`config.mk`:
```
export PLATFORM = sky130hd
export DESIGN_NAME = spy_event_readout
export DESIGN_NICKNAME = d
export VERILOG_FILES = /design/src/rtl/spy_event_readout.sv
export SDC_FILE = /design/constraint.sdc
export NUM_CORES = 1
export LEC_CHECK = 0
export CORE_MARGIN = 2
export CORE_UTILIZATION = 49
export CTS_BUF_LIST = sky130_fd_sc_hd__clkbuf_8
export DETAILED_ROUTE_END_ITERATION = 12
export HOLD_SLACK_MARGIN = 0.1
export PLACE_DENSITY = 0.8
export REMOVE_ABC_BUFFERS = 1
export SYNTH_ARGS = -nofsm -noshare
export SYNTH_HDL_FRONTEND = slang
export SYNTH_SLANG_ARGS = --single-unit
```
`constraint.sdc`:
```
create_clock -name clock -period 2.95 [get_ports clock]
set_input_delay 0.59 -clock clock [delete_from_list [all_inputs] [get_ports clock]]
set_output_delay 0.59 -clock clock [all_outputs]
set_load 0.05 [all_outputs]
```
`src/rtl/spy_event_readout.sv`:
```
`default_nettype none
// ============================================================================
// Module      : spy_event_readout
// Description : Readout stage for the spy buffer. On start it freezes the
//               buffer and waits for in-flight writes to land. It then walks
//               the event list back from its write pointer, skipping wrap
//               sentinels, to find the newest start-of-event. It streams that
//               event oldest-first through a 2-entry skid buffer and then
//               releases freeze.
// Revision    : 1.0  initial release
// ============================================================================
module spy_event_readout #(
  parameter int DATAWIDTH     = 64,
  parameter int MEMWIDTH      = 6,
  parameter int METAWIDTH     = 4,
  parameter int SETTLE_CYCLES = 3
) (
  input  logic                 clock,
  input  logic                 resetbar,
  input  logic                 start,
  output logic                 busy,
  output logic                 done,
  output logic [1:0]           status,
  output logic                 freeze,
  output logic [MEMWIDTH-1:0]  read_addr,
  output logic                 read_enable,
  input  logic [DATAWIDTH:0]   read_data,
  input  logic [MEMWIDTH-1:0]  mem_wptr,
  output logic [METAWIDTH-1:0] meta_read_addr,
  output logic                 meta_read_enable,
  input  logic [METAWIDTH-1:0] meta_write_addr,
  input  logic [MEMWIDTH:0]    meta_read_data,
  output logic [DATAWIDTH:0]   out_data,
  output logic                 out_valid,
  input  logic                 out_ready,
  output logic                 out_last
);

  localparam logic [2:0] c_IDLE      = 3'd0;
  localparam logic [2:0] c_SETTLE    = 3'd1;
  localparam logic [2:0] c_META_RD   = 3'd2;
  localparam logic [2:0] c_META_WAIT = 3'd3;
  localparam logic [2:0] c_EVAL      = 3'd4;
  localparam logic [2:0] c_STREAM    = 3'd5;
  localparam logic [2:0] c_DONE      = 3'd6;

  localparam int                    c_SW          = (SETTLE_CYCLES > 1) ? $clog2(SETTLE_CYCLES) : 1;
  localparam logic [c_SW-1:0]       c_SETTLE_LAST = c_SW'(SETTLE_CYCLES - 1);
  localparam logic [MEMWIDTH:0]     c_FULL_LEN    = {1'b1, {MEMWIDTH{1'b0}}};
  localparam logic [MEMWIDTH:0]     c_ONE         = {{MEMWIDTH{1'b0}}, 1'b1};

  logic [2:0]           r_state;
  logic [c_SW-1:0]      r_settle_cnt;
  logic [MEMWIDTH-1:0]  r_wp;
  logic [METAWIDTH-1:0] r_meta_addr;
  logic [MEMWIDTH:0]    r_meta_q;
  logic                 r_sentinel_seen;
  logic [MEMWIDTH-1:0]  r_rd_addr;
  logic [MEMWIDTH:0]    r_len;
  logic [MEMWIDTH:0]    r_issued;
  logic [MEMWIDTH:0]    r_sent;
  logic                 r_busy;
  logic                 r_freeze;
  logic                 r_done;
  logic [1:0]           r_status;

  logic                 r_pending;
  logic [DATAWIDTH:0]   r_buf0;
  logic [DATAWIDTH:0]   r_buf1;
  logic                 r_wr_ptr;
  logic                 r_rd_ptr;
  logic [1:0]           r_count;

  logic                 w_pop;
  logic [2:0]           w_occ;
  logic                 w_issue;
  logic                 w_last_hs;
  logic [MEMWIDTH:0]    w_eval_len;

  // Occupancy counts the word leaving this cycle as already gone, so a
  // steady 1 word/cycle stream is sustained while never exceeding 2 slots.
  always_comb begin
    w_pop      = out_valid && out_ready;
    w_occ      = {1'b0, r_count} + {2'b00, r_pending} - {2'b00, w_pop};
    w_issue    = (r_state == c_STREAM) && (r_issued != r_len) && (w_occ < 3'd2);
    w_last_hs  = w_pop && out_last;
    w_eval_len = {1'b0, r_wp - r_meta_q[MEMWIDTH-1:0]};
  end

  assign busy             = r_busy;
  assign done             = r_done;
  assign status           = r_status;
  assign freeze           = r_freeze;
  assign read_addr        = r_rd_addr;
  assign read_enable      = w_issue;
  assign meta_read_addr   = r_meta_addr;
  assign meta_read_enable = (r_state == c_META_RD);
  assign out_valid        = (r_count != 2'd0);
  assign out_data         = r_rd_ptr ? r_buf1 : r_buf0;
  assign out_last         = out_valid && (r_sent == r_len - c_ONE);

  // Control FSM: settle, walk the event list, stream, report.
  always_ff @(posedge clock or negedge resetbar) begin
    if (!resetbar) begin
      r_state         <= c_IDLE;
      r_settle_cnt    <= '0;
      r_wp            <= '0;
      r_meta_addr     <= '0;
      r_meta_q        <= '0;
      r_sentinel_seen <= 1'b0;
      r_rd_addr       <= '0;
      r_len           <= '0;
      r_issued        <= '0;
      r_sent          <= '0;
      r_busy          <= 1'b0;
      r_freeze        <= 1'b0;
      r_done          <= 1'b0;
      r_status        <= 2'd0;
    end else begin
      r_done <= 1'b0;
      case (r_state)
        c_IDLE, c_DONE: begin
          if (start) begin
            r_state      <= c_SETTLE;
            r_settle_cnt <= '0;
            r_busy       <= 1'b1;
            r_freeze     <= 1'b1;
            r_status     <= 2'd0;
          end else begin
            r_state <= c_IDLE;
          end
        end
        c_SETTLE: begin
          if (r_settle_cnt == c_SETTLE_LAST) begin
            r_wp            <= mem_wptr;
            r_meta_addr     <= meta_write_addr - 1'b1;
            r_sentinel_seen <= 1'b0;
            r_state         <= c_META_RD;
          end else begin
            r_settle_cnt <= r_settle_cnt + 1'b1;
          end
        end
        c_META_RD: begin
          r_state <= c_META_WAIT;
        end
        c_META_WAIT: begin
          r_meta_q <= meta_read_data;
          r_state  <= c_EVAL;
        end
        c_EVAL: begin
          r_issued <= '0;
          r_sent   <= '0;
          if (!r_meta_q[MEMWIDTH]) begin
            r_rd_addr <= r_meta_q[MEMWIDTH-1:0];
            r_len     <= w_eval_len;
            if (w_eval_len == '0) begin
              r_status <= 2'd1;
              r_state  <= c_DONE;
              r_busy   <= 1'b0;
              r_freeze <= 1'b0;
              r_done   <= 1'b1;
            end else begin
              r_state <= c_STREAM;
            end
          end else if (!r_sentinel_seen) begin
            r_sentinel_seen <= 1'b1;
            r_meta_addr     <= r_meta_addr - 1'b1;
            r_state         <= c_META_RD;
          end else begin
            // Two sentinels back to back: the event overran the whole
            // memory, so return the full ring starting at the oldest word.
            r_rd_addr <= r_wp;
            r_len     <= c_FULL_LEN;
            r_status  <= 2'd2;
            r_state   <= c_STREAM;
          end
        end
        c_STREAM: begin
          if (w_issue) begin
            r_rd_addr <= r_rd_addr + 1'b1;
            r_issued  <= r_issued + 1'b1;
          end
          if (w_pop) begin
            r_sent <= r_sent + 1'b1;
          end
          if (w_last_hs) begin
            r_state  <= c_DONE;
            r_busy   <= 1'b0;
            r_freeze <= 1'b0;
            r_done   <= 1'b1;
          end
        end
        default: begin
          r_state <= c_IDLE;
        end
      endcase
    end
  end

  // Skid buffer: capture read data one cycle after each issued read.
  always_ff @(posedge clock or negedge resetbar) begin
    if (!resetbar) begin
      r_pending <= 1'b0;
      r_buf0    <= '0;
      r_buf1    <= '0;
      r_wr_ptr  <= 1'b0;
      r_rd_ptr  <= 1'b0;
      r_count   <= 2'd0;
    end else begin
      r_pending <= w_issue;
      if (r_pending) begin
        if (r_wr_ptr) begin
          r_buf1 <= read_data;
        end else begin
          r_buf0 <= read_data;
        end
        r_wr_ptr <= ~r_wr_ptr;
      end
      if (w_pop) begin
        r_rd_ptr <= ~r_rd_ptr;
      end
      r_count <= r_count + {1'b0, r_pending} - {1'b0, w_pop};
    end
  end

endmodule
`default_nettype wire

```
After elaboration in Yosys (flattened, before gate mapping)
Cells that the tools add are included.
Widths: inputs -> output; s select.
{"block": "word_totals", "register_bits": 189, "elab_cells": 124, "input_bits": 86, "out_inout_bits": 84}
{"block": "op_classes", "n_addsub": 12, "n_reduce_logical": 27, "mux": 41, "magnitude_cmp": 1, "n_eq_ne": 22, "bitwise_logic": 2}
{"cell": "$mux 65", "count": 1}
{"cell": "$mux 7", "count": 4}
{"cell": "$pmux 7 s2", "count": 2}
{"cell": "$ne 2x2->1 const B", "count": 10}
{"cell": "$mux 6", "count": 3}
{"cell": "$pmux 3 s6", "count": 1}
{"cell": "$add 7x1->7 const B", "count": 2}
{"cell": "$reduce_and 2->1", "count": 7}
{"cell": "$mux 2", "count": 6}
{"cell": "$mux 3", "count": 4}
{"cell": "$mux 4", "count": 3}
{"cell": "$pmux 6 s2", "count": 1}
{"cell": "$mux 1", "count": 10}
{"cell": "$reduce_bool 2->1", "count": 5}
{"cell": "$eq 3x3->1 const B", "count": 3}
{"cell": "$reduce_and 3->1", "count": 3}
{"cell": "$pmux 2 s2", "count": 2}
{"cell": "$pmux 4 s2", "count": 1}
{"cell": "$reduce_and 4->1", "count": 2}
{"cell": "$sub 4x1->4 const B", "count": 2}
{"cell": "$eq 7x7->1", "count": 1}
{"cell": "$logic_not 7->1", "count": 1}
{"cell": "$ne 7x7->1", "count": 1}
{"cell": "$sub 7x1->7 const B", "count": 1}
{"cell": "21 further kinds", "count": 29}

Depth between registers and ports, before layout
{"block": "logic_depth", "depth_word": 7, "depth_mapped": 12, "depth_no_buf": 11}

Worst setup path after synthesis
Ideal clock, no wire load.
{"block": "synth_path", "path_type": "input -> output", "start": "in out_ready", "end": "out read_enable", "required_ns": 2.360, "stages": 9, "arrival_ns": 2.559, "setup_slack_ns": -0.199, "path_buffers": 1, "cell_sequence": "o21ai_1 inv_1 ha_1 inv_1 ha_1 fa_1 xnor2_1 a2111oi_4 buf_4"}
{"block": "synth_between", "elab_chain_len": 4}
{"element": "from (decl)", "line": "35", "source": "input logic out_ready,"}
{"element": "$logic_and 1x1->1", "line": "83", "source": "w_pop = out_valid && out_ready;"}
{"element": "via w_pop", "line": "74", "source": "logic w_pop;"}
{"element": "$sub 3x1->3", "line": "84", "source": "w_occ = {1'b0, r_count} + {2'b00, r_pending} - {2'b00, w_pop};"}
{"element": "$lt 3x2->1", "line": "85", "source": "w_issue = (r_state == c_STREAM) && (r_issued != r_len) && (w_occ < 3'd2);"}
{"element": "$logic_and 1x1->1", "line": "85"}
{"element": "to (decl)", "line": "26", "source": "output logic read_enable,"}
The timed path passes the listed nets, and every way through them passes these cells.

Worst setup path after layout
{"block": "layout_path", "start": "reg r_count[1]", "end": "out read_enable"}
{"block": "layout_between", "elab_chain_len": 5, "word_cells_on_any_way": 6, "classes_between": "add/sub: 2; order compare: 1; reduce/logical: 3"}
{"element": "from (decl)", "line": "72", "source": "logic [1:0] r_count;"}
{"element": "from (signal assigned)", "line": "222", "source": "r_count <= r_count + {1'b0, r_pending} - {1'b0, w_pop};"}
{"element": "$reduce_bool 2->1", "line": "98", "source": "assign out_valid = (r_count != 2'd0);"}
{"element": "$logic_and 1x1->1", "line": "83"}
{"element": "via w_pop", "line": "74"}
{"element": "$sub 3x1->3", "line": "84"}
{"element": "via w_occ[1]", "line": "75", "source": "logic [2:0] w_occ;"}
{"element": "$lt 3x2->1", "line": "85"}
{"element": "$logic_and 1x1->1", "line": "85"}
The timed path passes the listed nets, and every way through them passes these cells.

==> impl_metrics.yaml <==
layout:
  nNetsFinal: 1040
  area_delta_synth_final_pct: 31.2
  instances_no_fill: 1180
  num_antenna_cells: 0
  n_fill_cell: 1419
  drive_above_1_share: 0.348
setup_path:
  crit_fanout: 2
  cp-end-kind: "primary output"
  arrival_ns: 2.72
  worstSetupPathType: "register to primary output"
  critPathLaunchType: "register"
  crit_required_ns: 2.36
power:
  p_seq_frac: 0.297
  ir_worst_vdd_uv: 722
  p_clk_frac: 0.105
  switching_share: 0.457
  power.net_switching_mw: 6.99
  total_power_mw: 15.3
  p_leak_nw: 5.36
  powerDensity_nw_per_um2: 1270
  combPwrFrac: 0.599
  intPower_mw: 8.31
timing:
  fin_crit_ns: 3.31
  min_period_over_period: 1.12
  drv_slew: 0
  rsz0062_at_grt: "yes"
  worst_slew_pin_slew_ns: 0.693
  skew_ns: 0.0136
  fmax_ghz: 0.303
  worst_slack_ns: -0.355
  report.final.hold_viol_count: 0
  finalSetupTns_ns: -1.55
  max_slew_margin: 0.538
  setup-violations-final: 5
global_routing:
  antenna_found_initial: 0
  grt_max_degree: 88
  grt_pass1_vias: 6794
  grt_pass1_wl_mm: 33.8
  grt_usage: 0.212
  grt_overflow: 0
detailed_routing:
  drc: 0
  wl_per_cell_um: 17.4
  wl_mm: 20.6
  viasPerCell: 5.41
  dr.pass1.iters: 4
  postRouteAntennaNets: 0
  drtIter0Drc: 351
  routed-via-count: 6387
clock_tree:
  clkTransAtPathRegs_ns: 0.11
  cts_buffers: 17
  clockRootBuffer: "clkbuf_8"
  clock_latency_ns: 0.46
  htreeDepth: 4
  clkSinkCount: 189
  cts.path.max_buffers: 2
  ctsHoldBuffers: 0
  cts_tree: "done"
logic_synthesis:
  async_reset_ff_frac: 1.00
  yosysWarnings: 0
  syn_area_per_cell_sq_um: 12.5
  ys_types: 72
  ys_seq_area_frac: 0.517
  synth_area_sq_um: 9150
  synth_edf_count: 0
  postSynthCellCount: 732
  synth_ff_type: "dfrtp_1"
  synth_seq_cells: 189
floorplanning:
  rows: 49
  die_w_um: 141
  die_h_um: 141
  die_area_sq_um: 19800
  coreArea_sq_um: 18100
  start_util: 0.504
  pin_count: 170
placed_design:
  numPortBuffers: 169
  place_inst: 1115
  gp_congestion: 0.794
  hpwlAfterDp_mm: 13.7
flow_run:
  drv_cap: 0
run_status:
  violations: "negative setup slack"
  status: "finished, violations left"
hold_path:
  hold_class: "primary input to asynchronous set/reset pin"
==> synth_stat cells, types with 2 or more instances <==
master	n	area [sq um]
mux2_2	202	2270
dfrtp_1	189	4730
nand2_1	48	180
nor2_1	40	150
clkbuf_1	27	101
a21oi_1	22	110
inv_1	20	75.1
o21ai_0	18	90.1
xor2_1	17	149
ha_1	13	163
xnor2_1	13	114
nor2b_1	8	50.1
mux2i_1	7	70.1
nand3_1	5	25.0
nor3_1	5	25.0
o21ai_1	5	25.0
and3_1	4	25.0
buf_2	4	20.0
nand2b_1	4	25.0
o211ai_1	4	30.0
a211oi_1	3	22.5
a21o_1	3	22.5
a31oi_1	3	18.8
nand4_1	3	18.8
o22ai_1	3	18.8
a2111oi_0	2	17.5
a211o_1	2	17.5
a21oi_2	2	17.5
a22oi_1	2	15.0
and2_1	2	12.5
buf_1	2	7.51
buf_4	2	15.0
buf_6	2	22.5
fa_1	2	40.0
nand3b_1	2	15.0
nand4b_1	2	17.5
o2111ai_1	2	17.5
o22a_1	2	17.5
o31ai_1	2	15.0
or2_2	2	12.5
==> through the flow <==
step / hold WS (ns) / area (sq um) / setup WS (ns) / utilization
2_1_floorplan: 0.294 / 8980 / -0.957 / -
3_3_place_gp: 0.465 / 11200 / -0.478 / 0.618
3_5_place_dp: 0.477 / 11200 / -0.519 / 0.618
4_1_cts: 0.174 / 11900 / -0.391 / 0.658
5_1_grt: 0.179 / 12000 / -0.436 / 0.662
6_report: 0.163 / 12000 / -0.355 / 0.662
==> critical path, cell delays in order (launching register included) <==
cell and delay (ns):
dfrtp_1 0.42, o21ai_2 0.19, inv_2 0.08, ha_4 0.27, inv_2 0.05, ha_4 0.15
fa_2 0.45, a2111oi_4 0.32, buf_4 0.19, buf_12 0.13
==> flip-flops by register name (all words and copies together), names as in the netlist <==
name             count
status               2
r_state              3
r_wr_ptr             1
r_sentinel_seen      1
r_wp                 6
r_rd_ptr             1
read_addr            6
meta_read_addr       4
r_pending            1
r_len                7
r_count              2
r_meta_q             7
r_issued             7
freeze               1
r_buf0              65
r_settle_cnt         2
done                 1
r_sent               7
r_buf1              65
==> what timing repair did <==
item                       CTS  global route
resized for setup           29            20
setup endpoints to repair    3            33
gates cloned                 0             1
pin swaps                    8             9
buffers inserted            34             5
==> kinds of logic after synthesis <==
logic type | count (synthesis) | synth area share
AO/OA/AOI/OAI | 87 | 0.0651
buffers and inverters | 59 | 0.0274
flip-flops | 189 | 0.517
XOR/XNOR | 31 | 0.0312
multiplexers | 210 | 0.259
AND/OR/NAND/NOR | 141 | 0.0784
adder cells (fa/ha/maj) | 15 | 0.0222
==> power by group through the flow <==
stage	Sequential, mW	Combinational [mW]	Clock, mW
global placement	4.51	8.65	0
finish	4.54	9.16	1.60
floorplan	4.82	5.84	0
CTS	4.53	9.11	1.65
detailed placement	4.58	8.76	0
global route	4.70	9.71	1.76
==> layout by cell type, fill, tap and decap left out, types with 5 or more instances in the layout <==
cell / netlist / layout
nor2_1: 40 / 39
buf_6: 2 / 18
dfrtp_1: 189 / 188
nor2b_1: 8 / 7
mux2_2: 202 / 202
clkbuf_8: 0 / 18
inv_1: 20 / 18
xnor2_1: 13 / 12
nor3_1: 5 / 5
mux2i_1: 7 / 7
nand2_1: 48 / 47
buf_12: 0 / 6
xor2_1: 17 / 17
inv_6: 0 / 6
buf_4: 2 / 34
o21ai_0: 18 / 18
clkdlybuf4s50_1: 0 / 156
a21oi_1: 22 / 21
ha_1: 13 / 11
dlymetal6s2s_1: 0 / 9
==> layout make-up <==
cell class / count / area [sq um] / area share
timing repair buffer: 226 / 2280 / 0.190
clock buffer: 17 / 234 / 0.0195
tap: 229 / 287 / 0.0239
multi-input combinational: 484 / 4270 / 0.355
inverter: 21 / 78.8 / 0.00657
clock inverter: 14 / 128 / 0.0106
sequential: 189 / 4730 / 0.394
==> per-layer routing <==
| layer | global-route usage | vias to the layer above | routed length (um) |
|---|---|---|---|
| met1 | 0.288 | 3154 | 9450 |
| met5 | 0 | - | 0 |
| met4 | 0.0495 | 0 | 292 |
| li1 | - | 2999 | - |
| met3 | 0.0445 | 26 | 968 |
| met2 | 0.355 | 208 | 9880 |
==> final timing paths <==
kind / start / end / slack, ns / cells after the start
worst min register to register: r_settle_cnt[1] / r_settle_cnt[1] / 0.49 / 2
worst min-delay path: resetbar / r_buf1[3] / 0.16 / 1
worst max register to register: r_count[1] / r_state[1] / -0.34 / 24
max in group asynchronous: resetbar / r_issued[5] / 2.02 / 2
min in group clock: r_settle_cnt[1] / r_settle_cnt[1] / 0.49 / 2
worst max-delay path: r_count[1] / read_enable / -0.36 / 9
No activity file was read; power rests on OpenSTA's default activity.
==> edit (same flow settings) <==
The parameter `MEMWIDTH` goes from 6 to 12.
--- a/src/rtl/spy_event_readout.sv
+++ b/src/rtl/spy_event_readout.sv
@@ -11,7 +11,7 @@
 // ============================================================================
 module spy_event_readout #(
   parameter int DATAWIDTH     = 64,
-  parameter int MEMWIDTH      = 6,
+  parameter int MEMWIDTH      = 12,
   parameter int METAWIDTH     = 4,
   parameter int SETTLE_CYCLES = 3
 ) (
Interface: changed (resized mem_wptr, meta_read_data and read_addr); port bits go from 170 to 188. No check against the original RTL was run, so the function may have changed too.
==> edit against the unedited design <==
The run still ends with negative setup slack left; wire length rose by 31%; total power rose by 19%; sequential cell count rose by 36; worst hold slack improved by 0.33 ns; largest cell class unchanged; clock power rose by 61%; worst setup slack got worse by 0.012 ns; cell area rose by 22%; synthesized cell count rose by 33%; area after synthesis rose by 24%.
==> edit: results (changes against the unedited design) <==
worst skew pair latency = 0.53 ns (+0.07 ns)
worst slack, placed = -0.516 ns (+0.00339 ns)
setup ws final = -0.367 ns (-0.0116 ns)
Layout Skew = 0.0254 ns (+0.0118 ns)
internal power = 9.86 mW (+19%)
CP peak stage delay = 0.53 ns (+0.08 ns)
dpl cell area = 13700 um2 (+23%)
PortBufs = 187 (+11%)
worst slew pin tran = 0.738 ns (+0.0446 ns)
worst-case hold slack = 0.493 ns (+0.330 ns)
antenna violations before repair = 1 (+1)
Num CTS Buffers = 39 (+22)
Leak = 6.54 nW (+22%)
XOR/XNOR share of the synthesized area = 4.34% (+1.2 points)
Buf/Inv on CP = 5 (+1)
Max IR drop VDD = 797 uV (+10%)
Bufs on Longest Clock Path = 3 (+1)
multiplexer area fraction after synthesis = 22.7% (-3.1 points)
status = complete, but fails checks
Data arrival, critical path = 2.73 ns (about the same)
final setup fails = 2 (-3)
GP Congestion = 0.879 (+11%)
htree depth = 2 (-2)
All-Layer GR Usage = 22.0% (+0.79 points)
Reg clk slew, reported paths = 0.06 ns (-0.05 ns)
Worst Hold Class = flop to flop
Adder-Cell Fraction of Synth Area = 2.55% (+0.33 points)
vias in the first global route = 8515 (+25%)
R2R Setup Slk = 0.11 ns (+0.45 ns)
failing checks = negative setup slack
worst r2r path cells = 15 (-38%)
wire per inst = 17.9 um (+2.4%)
DRT Pass-1 Iters = 5 (+1)
Commonest cells post-synth = dfrtp_1, mux2_2, nor2_1
distinct cell type count after synthesis = 68 (-5.6%)
Nets = 1318 (+27%)
Reg-to-Reg End = read_addr[4]$_DFFE_PN0P_
sequential-to-total area share from yosys stat = 49.8% (-1.9 points)
-- edit: stage by stage --
step | TNS, ns | total power, mW | util [%] | instances
global route | -0.998 | 19.3 | 64.4 | 1507
detailed placement | -9.82 | 15.7 | 60.7 | 1435
global placement | -7.40 | 15.5 | 60.7 | 1435
finish | -0.734 | 18.2 | 64.4 | 1507
floorplan | -72.44 | 12.4 | - | 921
CTS | -0.826 | 18.1 | 64.0 | 1505
-- edit: cells by family (layout without fill, tap and decap cells) --
kind of cell    Yosys count  count (layout)
compound gates          131             131
flops                   225             225
mux                     229             229
simple gates            230             230
fa+ha+maj                22              22
buf+inv                  79             328
xor+xnor                 56              56
other cells               0               1
-- edit: final cells by class --
type	instances	area, um2
Fill cell	1784	8050
Sequential cell	225	5630
Multi-Input combinational cell	668	5530
Timing Repair Buffer	237	2270
Clock buffer	44	606
Tap cell	285	357
Inverter	28	108
Clock inverter	19	82.6
Antenna cell	1	2.50
-- edit: what timing repair did --
item                                    in CTS  in global routing
gates resized for setup                     93                 18
buffers inserted                             6                  1
hold endpoints to repair                    68                  0
hold buffers                                 1                  0
pin swaps                                    9                  9
endpoints found under the setup margin      86                 22
-- edit: worst max-delay path by stage --
stage                               end  slack, ns
3_3_place_gp                read_enable      -0.44
5_1_grt                        out_last      -0.51
4_1_cts                     read_enable      -0.45
2_1_floorplan     r_buf0[0]$_DFFE_PN0P_      -0.93
6_report                    read_enable      -0.37
3_5_place_dp   read_addr[8]$_DFFE_PN0P_      -0.52
-- edit: power by group through the flow --
stage | Combinational [mW] | Sequential, mW | Clock (mW)
after floorplan | 6.84 | 5.59 | 0
after global routing | 11.0 | 5.45 | 2.78
after CTS | 10.2 | 5.25 | 2.65
after detailed placement | 10.5 | 5.28 | 0
final | 10.3 | 5.28 | 2.57
after global placement | 10.3 | 5.21 | 0
-- edit: metal layers --
layer  global-route usage [%]  vias up  wire length (um)
met5                        0        -                 0
met4                     7.95        0               942
met3                     4.19       67              1470
met2                     35.8      269             12700
met1                     29.6     4114             11800
li1                         -     3929                 -
